`config.mk`:
```
export PLATFORM = sky130hd
export DESIGN_NAME = apb_gpio_irq
export DESIGN_NICKNAME = d
export VERILOG_FILES = /design/src/rtl/gpio_pkg.sv /design/src/rtl/gpio_sync_edge.sv /design/src/rtl/apb_gpio_irq.sv
export SDC_FILE = /design/constraint.sdc
export NUM_CORES = 1
export LEC_CHECK = 0
export BUFFER_PORTS_ARGS = -buffer_cell sky130_fd_sc_hd__buf_4
export CAP_MARGIN = 40
export CORE_ASPECT_RATIO = 1.5
export CORE_MARGIN = 4
export CORE_UTILIZATION = 40
export CTS_BUF_LIST = sky130_fd_sc_hd__clkbuf_8 sky130_fd_sc_hd__clkbuf_16
export DETAILED_ROUTE_END_ITERATION = 16
export PLACE_DENSITY_LB_ADDON = 0.25
export SLEW_MARGIN = 20
export SYNTH_ARGS = -nofsm -noshare
export SYNTH_HDL_FRONTEND = slang
export SYNTH_SLANG_ARGS = --single-unit
```
`constraint.sdc`:
```
create_clock -name clk -period 1.8 [get_ports clk]
set_input_delay 0.36 -clock clk [delete_from_list [all_inputs] [get_ports clk]]
set_output_delay 0.36 -clock clk [all_outputs]
set_load 0.1 [all_outputs]
```
`src/rtl/gpio_pkg.sv`:
```
// Shared definitions for the APB GPIO block: register offsets and edge polarity.
package gpio_pkg;

    localparam int unsigned ADDR_W = 5;
    localparam int unsigned DATA_W = 32;

    // Byte offsets of the register map (PADDR[1:0] is never decoded)
    localparam logic [ADDR_W-1:0] DIR_OFS  = 5'h00;
    localparam logic [ADDR_W-1:0] ODR_OFS  = 5'h04;
    localparam logic [ADDR_W-1:0] IDR_OFS  = 5'h08;
    localparam logic [ADDR_W-1:0] IER_OFS  = 5'h0C;
    localparam logic [ADDR_W-1:0] EDGE_OFS = 5'h10;
    localparam logic [ADDR_W-1:0] ISR_OFS  = 5'h14;

    // Per-pin interrupt polarity held in the EDGE register
    typedef enum logic {
        EDGE_RISE = 1'b0,
        EDGE_FALL = 1'b1
    } edge_pol_e;

endpackage

```
`src/rtl/gpio_sync_edge.sv`:
```
// Input synchroniser plus one-cycle history for edge detection.
// Ports:
//   clk, reset   : clock, synchronous active-high reset
//   gpio_in      : asynchronous pad inputs
//   sync         : synchronised pin values (last synchroniser stage)
//   rise, fall   : per-pin edges of sync relative to its previous cycle
module gpio_sync_edge #(
    parameter int unsigned WIDTH       = 8,
    parameter int unsigned SYNC_STAGES = 2
) (
    input  logic             clk,
    input  logic             reset,
    input  logic [WIDTH-1:0] gpio_in,
    output logic [WIDTH-1:0] sync,
    output logic [WIDTH-1:0] rise,
    output logic [WIDTH-1:0] fall
);

    logic [WIDTH-1:0] stage_q [SYNC_STAGES];
    logic [WIDTH-1:0] prev_q;

    // Synchroniser chain; prev_q holds sync from the previous cycle
    always_ff @(posedge clk) begin
        if (reset) begin
            for (int unsigned i = 0; i < SYNC_STAGES; i++) begin
                stage_q[i] <= '0;
            end
            prev_q <= '0;
        end else begin
            stage_q[0] <= gpio_in;
            for (int unsigned i = 1; i < SYNC_STAGES; i++) begin
                stage_q[i] <= stage_q[i-1];
            end
            prev_q <= stage_q[SYNC_STAGES-1];
        end
    end

    assign sync = stage_q[SYNC_STAGES-1];
    assign rise = sync & ~prev_q;
    assign fall = ~sync & prev_q;

endmodule

```
`src/rtl/apb_gpio_irq.sv`:
```
// APB3 GPIO peripheral with per-pin direction, output data, synchronised
// input readback and edge-triggered interrupts (W1C status, level irq).
// Ports:
//   clk, reset                    : clock, synchronous active-high reset
//   PADDR/PSEL/PENABLE/PWRITE/PWDATA : APB3 request, zero wait states
//   PRDATA, PREADY                : APB3 response (combinational)
//   gpio_in                       : asynchronous pad inputs
//   gpio_out, gpio_oe             : registered pad data and output enables
//   irq                           : registered interrupt request, active-high
module apb_gpio_irq
    import gpio_pkg::*;
#(
    parameter int unsigned WIDTH       = 8,
    parameter int unsigned SYNC_STAGES = 2
) (
    input  logic              clk,
    input  logic              reset,
    input  logic [ADDR_W-1:0] PADDR,
    input  logic              PSEL,
    input  logic              PENABLE,
    input  logic              PWRITE,
    input  logic [DATA_W-1:0] PWDATA,
    output logic [DATA_W-1:0] PRDATA,
    output logic              PREADY,
    input  logic [WIDTH-1:0]  gpio_in,
    output logic [WIDTH-1:0]  gpio_out,
    output logic [WIDTH-1:0]  gpio_oe,
    output logic              irq
);

    logic [WIDTH-1:0]  dir_q, odr_q, ier_q, edge_q, isr_q;
    logic [WIDTH-1:0]  sync_q, rise_c, fall_c, evt_c, w1c_c, wdata_c;
    logic              access_c, wr_c, rd_c;
    logic [ADDR_W-1:0] ofs_c;
    logic              unused_bits;

    gpio_sync_edge #(
        .WIDTH       (WIDTH),
        .SYNC_STAGES (SYNC_STAGES)
    ) u_sync_edge (
        .clk     (clk),
        .reset   (reset),
        .gpio_in (gpio_in),
        .sync    (sync_q),
        .rise    (rise_c),
        .fall    (fall_c)
    );

    // APB decode; byte lane bits are dropped so any alignment hits the word
    assign access_c = PSEL & PENABLE;
    assign wr_c     = access_c & PWRITE;
    assign rd_c     = access_c & ~PWRITE;
    assign ofs_c    = {PADDR[4:2], 2'b00};
    assign wdata_c  = PWDATA[WIDTH-1:0];
    assign PREADY   = access_c;

    // Bits outside the pin range and the byte lane never affect state
    assign unused_bits = ^{PADDR[1:0], PWDATA};

    // Per-pin event selection by configured polarity
    always_comb begin
        evt_c = '0;
        for (int unsigned i = 0; i < WIDTH; i++) begin
            evt_c[i] = (edge_pol_e'(edge_q[i]) == EDGE_FALL) ? fall_c[i] : rise_c[i];
        end
    end

    assign w1c_c = (wr_c && ofs_c == ISR_OFS) ? wdata_c : '0;

    // Registers, status and pin outputs; a new event outranks a W1C
    always_ff @(posedge clk) begin
        if (reset) begin
            dir_q    <= '0;
            odr_q    <= '0;
            ier_q    <= '0;
            edge_q   <= '0;
            isr_q    <= '0;
            irq      <= 1'b0;
            gpio_out <= '0;
            gpio_oe  <= '0;
        end else begin
            if (wr_c) begin
                case (ofs_c)
                    DIR_OFS:  dir_q  <= wdata_c;
                    ODR_OFS:  odr_q  <= wdata_c;
                    IER_OFS:  ier_q  <= wdata_c;
                    EDGE_OFS: edge_q <= wdata_c;
                    default:  ;
                endcase
            end
            isr_q    <= (isr_q & ~w1c_c) | evt_c;
            irq      <= |(isr_q & ier_q);
            gpio_out <= odr_q;
            gpio_oe  <= dir_q;
        end
    end

    // Read mux, driven only during a read access phase
    always_comb begin
        PRDATA = '0;
        if (rd_c) begin
            case (ofs_c)
                DIR_OFS:  PRDATA = DATA_W'(dir_q);
                ODR_OFS:  PRDATA = DATA_W'(odr_q);
                IDR_OFS:  PRDATA = DATA_W'(sync_q);
                IER_OFS:  PRDATA = DATA_W'(ier_q);
                EDGE_OFS: PRDATA = DATA_W'(edge_q);
                ISR_OFS:  PRDATA = DATA_W'(isr_q);
                default:  PRDATA = '0;
            endcase
        end
    end

endmodule
```
# Word level (Yosys, flattened, before mapping)
# Memories as Yosys holds them, arrays and structs flattened.
# Index checks and enable logic that the tools add are counted.
[classes] eq_ne=5 muxes=16 bitwise_logic=14 n_reduce_logical=7
[op_table] operator="$pmux W8 S6" count=1
[op_table] operator="$and A8 B8 Y8" count=4
[op_table] operator="$mux W32" count=1
[op_table] operator="$mux W8" count=3
[op_table] operator="$not A8 Y8" count=3
[op_table] operator="$mux W1" count=11
[op_table] operator="$or A8 B8 Y8" count=1
[op_table] operator="$reduce_and A2 Y1" count=4
[op_table] operator="$reduce_or A8 Y1" count=1
[op_table] operator="$eq A3 B2 Y1 const B" count=2
[op_table] operator="$eq A3 B3 Y1 const B" count=2
[op_table] operator="$logic_not A5 Y1" count=1
[op_table] operator="$and A1 B1 Y1" count=3
[op_table] operator="$eq A3 B1 Y1 const B" count=1
[op_table] operator="$or A1 B1 Y1" count=2
[op_table] operator="$logic_and A1 B1 Y1" count=1
[op_table] operator="$not A1 Y1" count=1
[word_totals] ff_bits=65 ramBits=16 in_bits=50 output_inout_bits=50 wordCells=52 memories=1
[memory_table] memory="u_sync_edge.stage_q" words=2 width=8 rd=2 rd_clocked_by_memory_dff=0 write_ports=2 line_no="gpio_sync_edge.sv:19" source="logic [WIDTH-1:0] stage_q [SYNC_STAGES];"

# Depth between registers and ports, before layout
[depth] depth_word=7 depth_mapped=5

# Hierarchy
# From an unflattened synthesis, not the netlist that was laid out.
[unflattened] cells_unflattened=377 area_unflattened_um2=3626.0
[modules_own_cells] module="apb_gpio_irq" instances=1 cells_each=303 area_each_um2=2772.7
[modules_own_cells] module="gpio_sync_edge" instances=1 cells_each=74 area_each_um2=853.3

# Worst setup path after synthesis
# OpenSTA, ideal clock, no wires.
[synth_timing] path_kind="in2out" start="in PADDR[2]" end="out PRDATA[5]" t_arrival_ps=3328 required_time_ps=1440 path_slack_ps=-1888 cell_stages=5 cell_sequence="buf_4 -> buf_4 -> mux2i_1 -> mux2_2 -> o32ai_1"
[synth_via] elab_chain_len=3 word_cells_on_any_way=8 classes_between="eq/ne (5); mux (2); reduce/logical (1)"
[synth_lines] item="start: declaration" line_no="apb_gpio_irq.sv:18" source="input logic [ADDR_W-1:0] PADDR,"
[synth_lines] item="$eq A3 B3 Y1 (tied with other cells)" line_no="apb_gpio_irq.sv:102" source="case (ofs_c)"
[synth_lines] item="$pmux W8 S6 *" line_no="apb_gpio_irq.sv:102"
[synth_lines] item="$mux W32 *" line_no="apb_gpio_irq.sv:101" source="if (rd_c) begin"
[synth_lines] item="end: declaration" line_no="apb_gpio_irq.sv:23" source="output logic [DATA_W-1:0] PRDATA,"
# Every way passes the cells marked *; elsewhere a longest branch is shown, timed or not.

==> summary.txt <==
Floorplanning
  – Boundary Pins: 100
  – Die height: about 120 um
  – Starting Density: between 40% and 50%
  – Row cnt: a little over 40
  – Die width: approximately 84 um
  – Core Box Area: approximately 8500 sq um
  – Die area: about 10000 sq um

Outcome
  – Status: complete, but fails checks
  – Violated checks: setup timing

Detailed routing
  – Post-route DRC: 0
  – Routed wire per std cell: around 15 um
  – Via Count: roughly 2600
  – Initial DRC Count: 167
  – DRT Pass-1 Iters: 4
  – Detail Route Antenna Nets: 0
  – DRT Wirelength: between 7000 and 8000 um
  – Vias per cell: roughly 5

Setup path
  – Worst flop-to-flop path endpoint: isr_q[0]
  – Arrival time of the worst setup path: 1.57 ns
  – Crit-path max FO: 4
  – Critical Path Source Type: register
  – Worst Setup SP: u_sync_edge.stage_q[0][10]
  – WS Path Type: reg -> out
  – Reg2reg start: edge_q[0]
  – FF-to-FF path depth: 4
  – Worst R2R Setup Slack: 0.68 ns
  – Critical Path RT: approximately 1.4 ns
  – Crit end category: primary output

STA
  – RSZ-0062 raised after global routing: yes
  – Final Hold Viols: 0
  – Final WS setup: -0.129 ns
  – Final Critical Period: 1.93 ns
  – Final hold slack: 0.226 ns
  – Crit share post-route: 107%
  – Final setup fails: 7
  – Fin Clk Skew: between 0.003 and 0.004 ns
  – Fmax: slightly above 0.5 GHz
  – Fin. max-slew vios: 0

Yosys
  – Number of distinct library cells after synthesis: 33
  – Mapped Cells: 338
  – Post-synthesis register bit count: 81
  – Post-Syn Area per Cell: a little over 10 sq um
  – Post-synthesis sequential area ratio: a little under half
  – Post-Synthesis Cell Area: between 3000 and 4000 sq um
  – Ys Warns: 0

Global routing
  – Met2 Resource Use GR: between 20 and 30%
  – Grt peak-use layer: met2
  – Initial antenna violation count: 0
  – M1 GR Usage: ~18%
  – First-pass GRT wire length: between 10000 and 15000 um
  – All-Layer GR Usage: between 10% and 20%
  – Grt ovf: 0
  – Number of global-route vias before repair: approximately 2600
  – Largest net degree at the start of global routing: 30
  – GR Util met3: just over 4%

CTS
  – Worst-path clk slew: 0.06 ns
  – Clock latency on the worst-skew pair: approximately 0.34 ns
  – Total CTS buffers: 9
  – H-tree depth: 3
  – CTS sink cnt: 81
  – Hold buffer count at cts: 0
  – CTS tree: done
  – Root buf cell: clkbuf_16
  – Max clock buf depth: 2

Layout
  – Most frequent cells in the layout: 73 x buf_4, 64 x dfxtp_1, 33 x nand2b_1, 32 x nor2b_1, 27 x mux2i_1
  – Share of cells above drive strength 1: between 30% and 40%
  – Fillers: 768
  – Commonest non-fill, non-tap cell in the layout: buf_4
  – Finished Layout Cells: 525
  – Design Area, Final: around 4700 sq um
  – Number of antenna diodes: 0
  – P&R area growth vs syn: 33.0%
  – Fin nets: 463

Placed design
  – DP Area: 4150 sq um
  – Placed cells: about 500
  – Post-DP HPWL: 5670 um
  – Placement Setup Slack: -0.220 ns
  – Port Buffers: roughly 50
  – Routability congestion estimate: 0.791

Power
  – Total Power: approximately 4300 uW
  – Pwr Density: 912 nW/um^2
  – Static leakage: 0.00203 uW
  – Maximum VDD drop: 520 uV

Hold path
  – Hold EP: isr_q[0]
  – HP Start: PWDATA[0]
  – WHS Path Cells: 2
  – Worst Hold Class: in -> reg

Flow run
  – Max cap viols: 0
==> stage by stage <==
stage | TNS [ns] | util, %
3_5_place_dp | -1.41 | 49.0
4_1_cts | -0.757 | 55.1
6_report | -0.683 | 55.1
2_1_floorplan | -2.50 | -
5_1_grt | -1.04 | 55.1
3_3_place_gp | -1.26 | 49.0
==> repair_timing <==
action	in CTS	in global routing
resized for setup	52	1
endpoints found under the setup margin	8	8
setup buffers	5	0
pin swaps	9	1
endpoints found under the hold margin	0	0
==> worst max-delay path, stage by stage (launching register included) <==
cell and delay, ns:
dfxtp_2 0.34, mux4_2 0.46, a22oi_2 0.21, nor2_4 0.06, buf_12 0.16
==> layout make-up <==
class                   count  area (sq um)  area share (%)
repair buffers             86           777            16.7
flip-flops and latches     81          1640            35.2
well taps                 107           134            2.87
inverters                   9          38.8           0.832
clock buffers              12           267            5.72
multi-input cells         226          1760            37.8
clock inverters             4          42.5           0.912
==> kinds of logic (layout without fill, tap and decap cells) <==
group / after synthesis / after routing / share of synthesized area (%)
muxes: 41 / 41 / 13.8
and+or+nand+nor: 120 / 120 / 21.9
AOI/OAI and AO/OA: 41 / 41 / 8.49
buffers and inverters: 54 / 111 / 9.42
other: 1 / 24 / 0.107
DFF: 81 / 81 / 46.2
==> state kept, by name, indices dropped and copies added, names as in the netlist <==
name / cells
gpio_oe: 8
ier_q: 8
isr_q: 8
u_sync_edge.prev_q: 8
edge_q: 8
odr_q: 8
irq: 1
dir_q: 8
u_sync_edge.stage_q: 16
gpio_out: 8
==> worst max-delay path by stage <==
stage          cells after the start  slack (ns)        end
2_1_floorplan                      5       -0.42  PRDATA[5]
5_1_grt                            4       -0.17  PRDATA[2]
3_5_place_dp                       5       -0.22  PRDATA[2]
3_3_place_gp                       5       -0.22  PRDATA[2]
6_report                           4       -0.13  PRDATA[2]
4_1_cts                            4       -0.17  PRDATA[2]
==> per-layer routing <==
layer	vias to the layer above	wire (um)
li1	1289	-
met1	1229	3160
met2	80	3930
met3	16	517
met4	0	193
met5	-	0
==> cells in the mapped netlist (all sizes together) <==
master | count | share of area [%]
conb | 1 | 0.11
nand4 | 1 | 0.36
and3b | 10 | 2.5
nand3b | 4 | 0.86
nand2b | 33 | 5.9
or4 | 1 | 0.21
mux2 | 9 | 2.9
nor2 | 7 | 0.75
a31oi | 1 | 0.18
nand2 | 2 | 0.21
nand3 | 1 | 0.14
a22oi | 11 | 2.4
a21o | 1 | 0.21
clkbuf | 11 | 1.2
nor3 | 16 | 2.3
mux2i | 27 | 7.7
nor4 | 1 | 0.61
dfxtp | 81 | 46
o32ai | 2 | 0.50
nor3b | 8 | 1.7
mux4 | 5 | 3.2
a311oi | 8 | 2.0
nor2b | 33 | 5.9
or3 | 2 | 0.36
inv | 9 | 1.1
a41oi | 1 | 0.25
o31ai | 8 | 1.7
o21ai | 9 | 1.3
buf | 34 | 7.1
and2 | 1 | 0.18
==> where the power goes <==
group          switching (uW)  total (uW)  internal [uW]
Clock                     677        1850           1170
Sequential               21.9        1860           1830
Combinational             388         547            159
Total                    1090        4250           3170
(Power assumes the default switching activity.)
